## src/rtl/lab_pkg.sv

```systemverilog
// Shared definitions for the lab input debouncer: FSM state encoding and
// debounce length constants (hardware default and simulation scale).
package lab_pkg;

   typedef enum logic [1:0] {
      ST_LO      = 2'd0,
      ST_WAIT_HI = 2'd1,
      ST_HI      = 2'd2,
      ST_WAIT_LO = 2'd3
   } deb_state_t;

   localparam int DEB_DEFAULT_CYCLES = 50000;
   localparam int DEB_SIM_CYCLES     = 4;

endpackage

```

## src/rtl/deb_channel.sv

```systemverilog
// Single-bit synchroniser, debounce FSM, counter and rise/fall pulse logic.
// LAB_DEB_TOGGLE_EN turns sw_clean into a toggle on each debounced press.
module deb_channel
   import lab_pkg::*;
#(
   parameter int SYNC_STAGES     = 2,
   parameter int DEBOUNCE_CYCLES = DEB_DEFAULT_CYCLES,
   parameter int CNT_W           = 16
) (
   input  logic clk,
   input  logic rst_n,
   input  logic sw_raw,
   output logic sw_clean,
   output logic rise,
   output logic fall
);

   localparam logic [CNT_W-1:0] CNT_LAST = CNT_W'(DEBOUNCE_CYCLES - 1);
   localparam bit               SINGLE   = (DEBOUNCE_CYCLES == 1);

   logic [SYNC_STAGES-1:0] sync_q, sync_d;
   logic                   sync_s;
   deb_state_t             state_q, state_d;
   logic [CNT_W-1:0]       cnt_q, cnt_d;
   logic                   clean_q, clean_d;
   logic                   rise_q, rise_d;
   logic                   fall_q, fall_d;

   assign sync_d = {sync_q[SYNC_STAGES-2:0], sw_raw};
   assign sync_s = sync_q[SYNC_STAGES-1];

   always_ff @(posedge clk or negedge rst_n) begin
      if (!rst_n) begin
         sync_q  <= '0;
         state_q <= ST_LO;
         cnt_q   <= '0;
         clean_q <= 1'b0;
         rise_q  <= 1'b0;
         fall_q  <= 1'b0;
      end else begin
         sync_q  <= sync_d;
         state_q <= state_d;
         cnt_q   <= cnt_d;
         clean_q <= clean_d;
         rise_q  <= rise_d;
         fall_q  <= fall_d;
      end
   end

   // The commit compare is made before the increment, so cnt never exceeds CNT_LAST.
   always_comb begin
      state_d = state_q;
      cnt_d   = cnt_q;
      case (state_q)
         ST_LO: begin
            if (sync_s) begin
               if (SINGLE) begin
                  state_d = ST_HI;
               end else begin
                  state_d = ST_WAIT_HI;
                  cnt_d   = CNT_W'(1);
               end
            end
         end
         ST_WAIT_HI: begin
            if (!sync_s) begin
               state_d = ST_LO;
               cnt_d   = '0;
            end else if (cnt_q == CNT_LAST) begin
               state_d = ST_HI;
               cnt_d   = '0;
            end else begin
               cnt_d = cnt_q + CNT_W'(1);
            end
         end
         ST_HI: begin
            if (!sync_s) begin
               if (SINGLE) begin
                  state_d = ST_LO;
               end else begin
                  state_d = ST_WAIT_LO;
                  cnt_d   = CNT_W'(1);
               end
            end
         end
         ST_WAIT_LO: begin
            if (sync_s) begin
               state_d = ST_HI;
               cnt_d   = '0;
            end else if (cnt_q == CNT_LAST) begin
               state_d = ST_LO;
               cnt_d   = '0;
            end else begin
               cnt_d = cnt_q + CNT_W'(1);
            end
         end
         default: begin
            state_d = ST_LO;
            cnt_d   = '0;
         end
      endcase
   end

   always_comb begin
      rise_d = (state_d == ST_HI) && ((state_q == ST_LO) || (state_q == ST_WAIT_HI));
      fall_d = (state_d == ST_LO) && ((state_q == ST_HI) || (state_q == ST_WAIT_LO));
`ifdef LAB_DEB_TOGGLE_EN
      clean_d = clean_q ^ rise_d;
`else
      clean_d = (state_d == ST_HI) || (state_d == ST_WAIT_LO);
`endif
   end

   assign sw_clean = clean_q;
   assign rise     = rise_q;
   assign fall     = fall_q;

endmodule

```

## src/rtl/lab_input_debouncer.sv

```systemverilog
// N_CH independent debounce channels feeding the gate stage; any_change ORs all pulses.
// Build with LAB_DEB_TOGGLE_EN for latch-style (toggle) push-button behaviour.
module lab_input_debouncer
   import lab_pkg::*;
#(
   parameter int N_CH            = 2,
   parameter int SYNC_STAGES     = 2,
   parameter int DEBOUNCE_CYCLES = DEB_DEFAULT_CYCLES,
   parameter int CNT_W           = 16
) (
   input  logic            clk,
   input  logic            rst_n,
   input  logic [N_CH-1:0] sw_raw,
   output logic [N_CH-1:0] sw_clean,
   output logic [N_CH-1:0] rise,
   output logic [N_CH-1:0] fall,
   output logic            any_change
);

   generate
      for (genvar gi = 0; gi < N_CH; gi++) begin : g_ch
         deb_channel #(
            .SYNC_STAGES     (SYNC_STAGES),
            .DEBOUNCE_CYCLES (DEBOUNCE_CYCLES),
            .CNT_W           (CNT_W)
         ) u_ch (
            .clk      (clk),
            .rst_n    (rst_n),
            .sw_raw   (sw_raw[gi]),
            .sw_clean (sw_clean[gi]),
            .rise     (rise[gi]),
            .fall     (fall[gi])
         );
      end
   endgenerate

   // Pulses are registered, so this stays a single clean cycle wide.
   assign any_change = |{rise, fall};

endmodule

```

## config.mk

```make
export PLATFORM = sky130hd
export DESIGN_NAME = lab_input_debouncer
export DESIGN_NICKNAME = d
export VERILOG_FILES = /design/src/rtl/lab_pkg.sv /design/src/rtl/deb_channel.sv /design/src/rtl/lab_input_debouncer.sv
export SDC_FILE = /design/constraint.sdc
export NUM_CORES = 1
export LEC_CHECK = 0
export CAP_MARGIN = 0
export CORE_MARGIN = 4
export CORE_UTILIZATION = 52
export CTS_CLUSTER_DIAMETER = 30
export DETAILED_ROUTE_END_ITERATION = 10
export GPL_TIMING_DRIVEN = 1
export PLACE_DENSITY = 0.76
export SKIP_CTS_REPAIR_TIMING = 1
export SLEW_MARGIN = 25
export SYNTH_ARGS = -nofsm -noshare
export SYNTH_HDL_FRONTEND = slang
export SYNTH_SLANG_ARGS = --single-unit
```

## constraint.sdc

```tcl
create_clock -name clk -period 5.7 [get_ports clk]
set_input_delay 1.14 -clock clk [delete_from_list [all_inputs] [get_ports clk]]
set_output_delay 1.14 -clock clk [all_outputs]
set_load 0.01 [all_outputs]
```

**After elaboration in Yosys (flattened, before gate mapping)**

Cells that the tools add are included.

- Add/sub/neg operators: 2
- Eq/ne operators: 16
- Mux-type cells: 26
- Reductions and logical operators: 17

Operator list:

| kind | count |
|---|---|
| $mux 16 | 10 |
| $pmux 16 s4 | 2 |
| $add 16x1->16 const B | 2 |
| $eq 16x16->1 const B | 2 |
| $mux 2 | 12 |
| $eq 2x2->1 const B | 8 |
| $pmux 2 s4 | 2 |
| $logic_not 2->1 | 4 |
| $logic_or 1x1->1 | 6 |
| $eq 2x1->1 const B | 2 |
| $logic_and 1x1->1 | 4 |
| $ne 2x1->1 const B | 2 |
| $ne 2x2->1 const B | 2 |
| $reduce_and 2->1 | 2 |
| $reduce_or 4->1 | 1 |

- Register bits: 46
- Output and inout bits: 7

**Depth between registers and ports, before layout**

Gate-level depths: netlist of the first run.

- Depth after elaboration: 6
- Mapped depth: 7
- Depth with buffers taken out: 6

**Hierarchy**

Synthesis of the first run repeated with hierarchy kept, for this count alone.

- Cell total of the unflattened synthesis: 231
- Area total of the unflattened synthesis: 2307.2 sq um

By module, submodules not included:

| module | times used | cells an instance | area an instance (sq um) | sequential area each (sq um) |
|---|---|---|---|---|
| deb_channel | 2 | 115 | 1149.9 | 575.6 |
| lab_input_debouncer | 1 | 1 | 7.5 | 0.0 |

**Worst setup path after synthesis of the first run**

OpenSTA, ideal clock, no wires.

- Path type: register to output
- From: reg g_ch[0].u_ch.rise_q
- To: out any_change
- Data arrival time: 0.919 ns
- Data required time: 4.560 ns
- Setup slack: 3.641 ns
- Stages on the path, launching flop included: 2
- Buffers on the path: 0
- Cell sequence: dfrtp_1 or4_1

- Longest elaborated chain between the ends: 1

Ends and longest elaborated chain:

| what | RTL line | RTL |
|---|---|---|
| start: declaration | deb_channel.sv:26 | `logic rise_q, rise_d;` |
| start signal: assignment | deb_channel.sv:45 | `rise_q <= rise_d;` |
| $reduce_or 4->1 | lab_input_debouncer.sv:38 | `assign any_change = \|{rise, fall};` |
| end: declaration | lab_input_debouncer.sv:17 | `output logic any_change` |

Every way passes these cells.

**Final worst setup path of the first run**

Same ends and word-level chain as after synthesis.

==> results.md, run 1 <==
- DR vias: 1836
- Crit path max fanout: 2
- CTS tree: yes
- Max Buffers Root-to-Sink: 2
- Antenna cell count: 0
- Wire per inst: 14.7 um
- Fraction of layout cells with a size suffix above 1: 6.80%
- Count of state elements after synthesis: 46
- Synthesized area: 2350 um2
- Synthesis-to-layout area growth: 8.20%
- Die Y: 75.2 um
- Power per cell area: 242 nW/um2
- Vias in the first global route: 1648
- Final setup vio count: 0
- Top_reg_cell synth: dfrtp_1
- GR Overflow Total: 0
- Starting density of the core: 54.0%
- Synth Instances: 247
- Register area: 1150 um2
- Worst-path clk slew: 80 ps
- Post-placement cell count: 294
- First-pass GRT wire length: 7700 um
- Synth async-reset ratio: 100%
- RSZ-0062 raised after global routing: no
- Worst-skew pair later-pin latency: 290 ps
- Fin crit period: 2810 ps
- Final cell count without fillers: 302
- # IOs: 11
- Maximum number of pins on one net before global-route repair: 47
- P_leak: 1.07 nW
- Final core occ: 58.4%
- Seq/Total Area, Yosys: 49.0%
- Detailed-placement wirelength estimate: 2980 um
- Worst vdd ir: 112 uV
- Hold crit path type: reg -> reg
- Final ANT Viol Nets: 0
- Drt pass-1 iters: 4
- Mean area per synthesized cell: 9.51 um2
- GRT Total Usage: 17.6%
- Root Buffer: clkbuf_8
- Setup TNS: 0 ps
- Initial antenna violation count: 0
- I/O Buffers: 10
- MaxCap Viol Count: 0
- Initial DRC count: 74
- # rows: 24
- Via density: 6.08
- Worst-margin pin slew: 888 ps
- CTS Buf Count: 5
- Syn Nets: 253
- Die Footprint: 5660 um2
- CP Data Required Time: 4560 ps
- Post-synth EDFFs: 0
- Die width: 75.2 um
- Area occupied by multi-input gates: 1110 um2
- Final Hold Fails: 0
- Rel. slew slack: 40.4%
- Pins Over Slew Limit: 0
- Crit Path Class: reg -> out
- Cell variety after synth: 42
- Startpoint types: flip-flop
- Fillers: 358
- Hold_ws: 355 ps
- CP Capture Type: output port
- Status: finished clean
- Residual DRC: 0
- Clock skew: 5.50 ps
- WP data arrival: 1670 ps
- Reg-to-reg slack, setup: 3370 ps
- Total core area: 4350 um2
- CTS Sinks: 46
- Number of H-tree levels: 2
- GPL Wtd Cong: 0.860
- Tcrit/Tclk final: 49.2%
- Fmax: 356 MHz
- Final wirelength: 4450 um
- Synthesis warning total: 0
- Nets: 255
==> Yosys cell counts, types with 2 or more instances <==
cell type   n  area, um2
dfrtp_1    46       1150
nand2_1    30        113
nand3_1    19       95.1
a31oi_1    17        106
o21ai_0    16       80.1
nor2_1     15       56.3
a21oi_1    12       60.1
nor3_1      8       40.0
nand4_1     7       43.8
buf_4       6       45.0
clkbuf_1    6       22.5
nor3b_1     6       45.0
and3_1      4       25.0
mux2_2      4       45.0
or3_1       4       25.0
xor2_1      4       35.0
a22o_1      3       26.3
and2_1      3       18.8
and4_1      3       26.3
buf_2       3       15.0
a21o_1      2       15.0
a41oi_1     2       17.5
ha_1        2       25.0
inv_1       2       7.51
mux2i_1     2       20.0
nor4_1      2       12.5
nor4bb_1    2       20.0
or2_2       2       12.5
or4_1       2       15.0
==> stage by stage <==
step | instance area [um2] | power, mW | setup slack [ps]
2_1_floorplan | 2350 | 0.372 | 3640
3_3_place_gp | 2430 | 0.386 | 3220
3_5_place_dp | 2430 | 0.386 | 3190
4_1_cts | 2540 | 0.622 | 2870
5_1_grt | 2540 | 0.646 | 2820
6_report | 2540 | 0.616 | 2890
==> state kept, by name, summed over array words and instances (netlist names) <==
register,cells
g_ch.u_ch.cnt_q,32
g_ch.u_ch.fall,2
g_ch.u_ch.state_q,4
g_ch.u_ch.sw_clean,2
g_ch.u_ch.sync_q,4
g_ch.u_ch.rise,2
==> path summary, 6_finish.rpt <==
path	cells after the start	startpoint	endpoint
max in group asynchronous	1	rst_n	g_ch[1].u_ch.cnt_q[14]
setup / recovery	2	g_ch[0].u_ch.rise	any_change
hold reg to reg	0	g_ch[0].u_ch.sync_q[0]	g_ch[0].u_ch.sync_q[1]
setup reg to reg	6	g_ch[0].u_ch.cnt_q[0]	g_ch[0].u_ch.cnt_q[11]
hold / removal	0	g_ch[0].u_ch.sync_q[0]	g_ch[0].u_ch.sync_q[1]
min in group asynchronous	1	rst_n	g_ch[0].u_ch.sw_clean
==> routing by layer <==
layer / vias to the layer above / part of all wire, % / track usage [%]
li1: 919 / - / -
met1: 877 / 52 / 26.4
met2: 38 / 43 / 25.0
met3: 2 / 4.0 / 3.74
met4: 0 / 0.72 / 6.21
met5: - / 0 / 0
==> worst max-delay path: stages, from the launching register on <==
cell             delay, ps
dfrtp_1                380
or4_1                  510
clkdlybuf4s50_1        490
==> cells in the final DEF (no fill, tap or decap), types with 6 or more instances in the layout <==
cell type        Yosys  final
dfrtp_1             46     46
nand2_1             30     30
nand3_1             19     19
a31oi_1             17     17
o21ai_0             16     16
nor2_1              15     14
a21oi_1             12     12
clkdlybuf4s50_1      0      9
nor3_1               8      8
nand4_1              7      7
nor3b_1              6      6
==> cell families (layout without fill, tap and decap cells) <==
| family | Yosys count | in the layout | synth area share, % |
|---|---|---|---|
| and+or+nand+nor | 115 | 115 | 27.1 |
| AOI/OAI and AO/OA | 57 | 57 | 14.8 |
| DFF | 46 | 46 | 49.0 |
| buffers and inverters | 17 | 20 | 3.83 |
| muxes | 6 | 6 | 2.77 |
| xor gates and xnor gates | 4 | 4 | 1.49 |
| adders and majority gates | 2 | 2 | 1.06 |
==> area by class of cell <==
class | count | area share (%)
tap | 52 | 2.56
clock buffer | 6 | 2.85
sequential | 46 | 45.3
inverter | 2 | 0.295
timing repair buffer | 10 | 3.84
clock inverter | 2 | 1.48
multi-input combinational | 184 | 43.7
==> where the power goes <==
| group | internal, mW | total (mW) | switching (mW) |
|---|---|---|---|
| clock | 0.131 | 0.236 | 0.105 |
| combinational | 0.0124 | 0.0375 | 0.0251 |
| sequential | 0.334 | 0.343 | 0.00926 |
| total | 0.477 | 0.616 | 0.139 |
(Power assumes the default switching activity.)
==> inputs of run 2 (changes only) <==
--- a/config.mk
+++ b/config.mk
@@ -11,7 +11,7 @@
 export CTS_CLUSTER_DIAMETER = 30
 export DETAILED_ROUTE_END_ITERATION = 10
 export GPL_TIMING_DRIVEN = 1
-export PLACE_DENSITY = 0.76
+export PLACE_DENSITY = 0.79
 export SKIP_CTS_REPAIR_TIMING = 1
 export SLEW_MARGIN = 25
 export SYNTH_ARGS = -nofsm -noshare
==> constraint.sdc (replaced) <==
create_clock -name clk -period 2.4 [get_ports clk]
set_input_delay 0.48 -clock clk [delete_from_list [all_inputs] [get_ports clk]]
set_output_delay 0.48 -clock clk [all_outputs]
set_load 0.01 [all_outputs]
==> run 2 against run 1 <==
Routed wire length rose by 3.8%. Critical path depth did not move. Register-to-register slack got worse by 3100 ps. Worst hold slack got worse by 320 ps. Flip-flop and latch count did not move. First-iteration DRC count rose by 92%. Via count rose by 4.6%. Total power rose by 130%. Clock-buffer cell count fell by 1. Global-route usage rose by 0.63 points. Sequential share of layout area fell by 0.96 points. Non-clock buffer count rose by 10. Largest cell class unchanged. Highest routed layer unchanged.
==> results.md, run 2 (synthesis results as in run 1) <==
- Status: finished clean
- GR Overflow Total: 0 (unchanged)
- Worst-margin pin slew: 697 ps (-190 ps)
- Initial antenna violation count: 0 (unchanged)
- Max Buffers Root-to-Sink: 2 (unchanged)
- Fraction of layout cells with a size suffix above 1: 10.4% (+3.6 points)
- MaxCap Viol Count: 0 (unchanged)
- Psw: 372 uW (+170%)
- I/O Buffers: 10 (unchanged)
- Worst-path clk slew: 100 ps (+20 ps)
- Starting density of the core: 54.0% (unchanged)
- Largest Register: g_ch.u_ch.cnt_q
- Root Buffer: clkbuf_8
- Drt pass-1 iters: 4 (unchanged)
- Pins Over Slew Limit: 0 (unchanged)
- Fin worst setup slack: 218 ps (-2680 ps)
- Final wirelength: 4620 um (+3.8%)
- Rel. slew slack: 53.3% (+13 points)
- Initial DRC count: 142 (+92%)
- FF-to-FF End: g_ch[1].u_ch.cnt_q[7]
- Vias in the first global route: 1695 (+2.9%)
- Total core area: 4350 um2 (unchanged)
- Wl on met1: 2270 um (-1.6%)
- Fin crit period: 2180 ps
- CP Capture Type: output port
- Final ANT Viol Nets: 0 (unchanged)
- Critical path buffers and inverters: 1 (unchanged)
- Crit Path Class: reg -> out
- Clk network pwr share: 35.7% (-2.5 points)
- Synthesis-to-layout area growth: 10.5%
- Flop pwr share: 57.4% (+1.7 points)
- RSZ-0062 raised after global routing: no
- Largest stage delay on the critical path: 530 ps (+20 ps)
- Die Footprint: 5660 um2 (unchanged)
- Worst-skew pair later-pin latency: 310 ps (+20 ps)
- Final setup vio count: 0 (unchanged)
- Startpoint types: flip-flop
- DR vias: 1920 (+4.6%)
- Post-place setup slack: 344 ps (-2850 ps)
- # rows: 24 (unchanged)
- Setup TNS: 0 ps (unchanged)
- Internal power: 1.04 mW (+120%)
- Via density: 6.15 (+1.2%)
- Top Metal Used: met4
- Die width: 75.2 um (unchanged)
- Regs by FF count: g_ch.u_ch.cnt_q x32, g_ch.u_ch.state_q x4, g_ch.u_ch.sync_q x4
- Final Hold Fails: 0 (unchanged)
- First-pass GRT wire length: 7980 um (+3.6%)
- GPL Wtd Cong: 0.854 (-0.77%)
- # IOs: 11 (unchanged)
- WP data arrival: 1700 ps (+30 ps)
- Power per cell area: 545 nW/um2 (+130%)
- Nets: 265 (+3.9%)
- Wire per inst: 14.8 um (+0.47%)
- Antenna cell count: 0 (unchanged)
- Die Y: 75.2 um (unchanged)
- Number of H-tree levels: 2 (unchanged)
- Maximum number of pins on one net before global-route repair: 21 (-55%)
- CTS Sinks: 46 (unchanged)
- Reg2reg path depth: 7 (+1)
- Max reg flops: 32 (unchanged)
- CP Depth: 2 (unchanged)
- Hold_ws: 34.6 ps (-321 ps)
- CTS tree: yes
- CP Cell Sequence: or4_1 -> clkdlybuf4s50_1
- Wire length on met3: 183 um (+1.7%)
- Logic pwr share: 6.8% (+0.7 points)
- Crit path max fanout: 2 (unchanged)
- Reg-to-reg slack, setup: 320 ps (-3050 ps)
- Clock skew: 10.6 ps (+5.12 ps)
- Fmax: 458 MHz
- Worst path top cell family by delay: simple AND/OR/NAND/NOR gates
- CTS Buf Count: 5 (unchanged)
- Worst vdd ir: 481 uV (+330%)
- Hold crit path type: in -> async
- CP Data Required Time: 1920 ps (-2640 ps)
- Residual DRC: 0 (unchanged)
- Switch share: 26.3% (+3.7 points)
- R2r startpoint: g_ch[1].u_ch.cnt_q[0]
- Leading cell types in the layout, fill and taps excluded: 46 x dfrtp_1, 30 x nand2_1, 19 x nand3_1, 17 x a31oi_1, 16 x o21ai_0
- Met2 Wirelength: 2130 um (+10%)
- Detailed-placement wirelength estimate: 3390 um (+14%)
- GRT Total Usage: 18.2% (+0.63 points)
- P_leak: 1.11 nW (+4.4%)
- Tcrit/Tclk final: 90.9%
- CP max stage cell: or4_1
- Most common cell after layout, fill and taps aside: dfrtp_1
run 2: per-stage QoR:
stage | cell area (um2) | util [%] | std cells | total power, mW
after global routing | 2600 | 59.7 | 312 | 1.48
after floorplan | 2350 | - | 247 | 0.883
after global placement | 2500 | 57.5 | 304 | 0.924
after CTS | 2600 | 59.7 | 312 | 1.43
after detailed placement | 2500 | 57.5 | 304 | 0.926
final | 2600 | 59.7 | 312 | 1.42
run 2: power groups by stage:
| stage | logic [mW] | registers, mW | clock network [mW] |
|---|---|---|---|
| after CTS | 0.0975 | 0.813 | 0.520 |
| after floorplan | 0.0582 | 0.824 | 0 |
| final | 0.0967 | 0.813 | 0.506 |
| after detailed placement | 0.0975 | 0.829 | 0 |
| after global routing | 0.110 | 0.818 | 0.553 |
| after global placement | 0.0961 | 0.828 | 0 |
run 2: worst max path at each step:
stage,from,to
2_1_floorplan,g_ch[0].u_ch.cnt_q[0],g_ch[0].u_ch.cnt_q[10]
3_3_place_gp,g_ch[0].u_ch.cnt_q[0],g_ch[0].u_ch.cnt_q[3]
3_5_place_dp,g_ch[1].u_ch.cnt_q[0],g_ch[1].u_ch.cnt_q[5]
4_1_cts,g_ch[0].u_ch.rise,any_change
5_1_grt,g_ch[0].u_ch.rise,any_change
6_report,g_ch[0].u_ch.rise,any_change
run 2: layout make-up:
class | instances | area (um2)
clock buffer | 5 | 68.8
sequential | 46 | 1150
clock inverter | 3 | 26.3
inverter | 2 | 7.51
fill | 364 | 1760
timing repair buffer | 20 | 170
tap | 52 | 65.1
multi-input combinational | 184 | 1110
run 2: layer usage:
metal,GRT usage (%),up-vias
met5,0,-
met4,3.50,0
met3,4.67,6
met2,27.7,38
met1,26.8,934
li1,-,942
run 2: worst reg2reg max path, stage by stage (launching register included):
cell and delay, ps:
dfrtp_1 420, ha_1 230, nand3_1 160, nor4_4 70, nor2_1 550, buf_4 300, o21ai_0 100, a31oi_1 180
==> inputs of run 3 (changes only) <==
--- a/config.mk
+++ b/config.mk
@@ -6,7 +6,7 @@
 export NUM_CORES = 1
 export LEC_CHECK = 0
 export CAP_MARGIN = 0
-export CORE_MARGIN = 4
+export CORE_MARGIN = 5
 export CORE_UTILIZATION = 52
 export CTS_CLUSTER_DIAMETER = 30
 export DETAILED_ROUTE_END_ITERATION = 10
==> run 3 against run 2 <==
Clock power shrank 4.0%. Total power shrank 1.5%. First-iteration DRC count rose by 2.1%. Global-route usage decreased by 2.1 points. Critical path depth unchanged. Via count down 0.52%. Sequential share of layout area is 0.26 points higher. Worst setup slack lost 0.78 ps. Final area down 0.58%. Combinational power down 2%. Critical path type unchanged. Critical endpoint unchanged. Largest power group unchanged.
==> results.md, run 3 (synthesis results as in run 1) <==
- Status: finished clean
- Crit path max fanout: 2 (unchanged)
- Final wirelength: 4590 um (-0.63%)
- Die Y: 77.2 um (+2.7%)
- Pins Over Slew Limit: 0 (unchanged)
- Worst-skew pair later-pin latency: 310 ps (about the same)
- Fin crit period: 2180 ps (+0.777 ps)
- Crit Path Class: reg -> out
- Register area: 1150 um2 (unchanged)
- Most common cell after layout, fill and taps aside: dfrtp_1
- Starting density of the core: 53.6% (-0.37 points)
- Fillers: 355 (-2.5%)
- GR Overflow Total: 0 (unchanged)
- Met3 usage in global routing: 3.75% (-0.93 points)
- RSZ-0062 raised after global routing: no
- Residual DRC: 0 (unchanged)
- Leading cell types in the layout, fill and taps excluded: 46 x dfrtp_1, 30 x nand2_1, 19 x nand3_1, 17 x a31oi_1, 16 x o21ai_0
- Final setup vio count: 0 (unchanged)
- # rows: 24 (unchanged)
- Worst-margin pin slew: 804 ps (+106 ps)
- GRT Total Usage: 16.2% (-2.1 points)
- Initial antenna violation count: 0 (unchanged)
- # IOs: 11 (unchanged)
- Fraction of layout cells with a size suffix above 1: 10.1% (-0.31 points)
- Tot Pwr: 1.39 mW (-1.5%)
- Rel. slew slack: 46.4% (-7.0 points)
- Regs by FF count: g_ch.u_ch.cnt_q x32, g_ch.u_ch.state_q x4, g_ch.u_ch.sync_q x4
- WP data arrival: 1700 ps (about the same)
- Final Hold Fails: 0 (unchanged)
- CTS Buf Count: 5 (unchanged)
- Die width: 77.2 um (+2.7%)
- Final core occ: 58.9% (-0.75 points)
- CP Data Required Time: 1920 ps (about the same)
- Hold_ws: 76.9 ps (+42.3 ps)
- P_leak: 1.10 nW (-1.7%)
- Area occupied by multi-input gates: 1110 um2 (+0.23%)
- Tcrit/Tclk final: 91.0% (about the same)
- CTS tree: yes
- Nets: 263 (-0.75%)
- Worst vdd ir: 382 uV (-21%)
- Maximum number of pins on one net before global-route repair: 31 (+48%)
- Startpoint types: flip-flop
- Setup TNS: 0 ps (unchanged)
- Die Footprint: 5960 um2 (+5.4%)
- Fmax: 458 MHz (about the same)
- Final ANT Viol Nets: 0 (unchanged)
- Met1 Resource Use GR: 24.7% (-2.1 points)
- GPL Wtd Cong: 0.838 (-1.9%)
- DR vias: 1910 (-0.52%)
- Vias in the first global route: 1636 (-3.5%)
- Placed Area: 2490 um2 (-0.50%)
- CP Capture Type: output port
- Max Buffers Root-to-Sink: 2 (unchanged)
- CTS Sinks: 46 (unchanged)
- First-pass GRT wire length: 7880 um (-1.2%)
- I/O Buffers: 10 (unchanged)
- GR peak layer: met1
- Clock skew: 14.1 ps (+3.45 ps)
- MaxCap Viol Count: 0 (unchanged)
- Total core area: 4380 um2 (+0.69%)
- Drt pass-1 iters: 4 (unchanged)
- Worst-path clk slew: 100 ps (about the same)
- Number of H-tree levels: 2 (unchanged)
- Post-placement cell count: 302 (-0.66%)
- Synthesis-to-layout area growth: 9.90%
- Antenna cell count: 0 (unchanged)
- Root Buffer: clkbuf_8
- Detailed-placement wirelength estimate: 3130 um (-7.8%)
- Initial DRC count: 145 (+2.1%)
- Largest Register: g_ch.u_ch.cnt_q
- Wire per inst: 14.8 um (about the same)
- Via density: 6.16 (+0.12%)
- Hold crit path type: in -> async
- Max reg flops: 32 (unchanged)
- Post-route cell area: 2580 um2 (-0.58%)
- Met2 usage: 22.1% (-5.6 points)
- Fin worst setup slack: 217 ps (-0.777 ps)
- Power per cell area: 540 nW/um2 (-0.97%)
- Post-place setup slack: 335 ps (-9.29 ps)
- Final cell count without fillers: 310 (-0.64%)
run 3: metal layers:
metal / vias up / wire length (um)
li1: 934 / -
met3: 5 / 321
met1: 905 / 2230
met5: - / 0
met2: 66 / 1980
met4: 0 / 57
run 3: final timing paths:
path | from | endpoint | slack [ps] | cells past startpoint
worst max-delay path | g_ch[0].u_ch.fall | any_change | 220 | 2
worst min-delay path | rst_n | g_ch[1].u_ch.cnt_q[6] | 80 | 1
worst max register to register | g_ch[0].u_ch.cnt_q[0] | g_ch[0].u_ch.cnt_q[11] | 320 | 7
worst min register to register | g_ch[0].u_ch.sync_q[0] | g_ch[0].u_ch.sync_q[1] | 360 | 0
max in group asynchronous | rst_n | g_ch[0].u_ch.cnt_q[4] | 1600 | 2
min in group clk | g_ch[0].u_ch.sync_q[0] | g_ch[0].u_ch.sync_q[1] | 360 | 0
run 3: area by class of cell:
class | instances | share of cell area [%]
Clock buffer | 5 | 2.66
Clock inverter | 3 | 0.921
Inverter | 2 | 0.291
Multi-Input combinational cell | 184 | 43.0
Sequential cell | 46 | 44.6
Tap cell | 52 | 2.52
Timing Repair Buffer | 18 | 6.01
run 3: report_power, final:
group | switching, mW | internal [mW] | total (mW)
logic | 0.0618 | 0.0333 | 0.0950
clock network | 0.278 | 0.208 | 0.486
registers | 0.0209 | 0.792 | 0.813
run 3: worst max-delay path, cell delays in order, from the launching register on:
cell and delay [ps]:
dfrtp_1 400, or4_1 490, clkdlybuf4s50_1 500
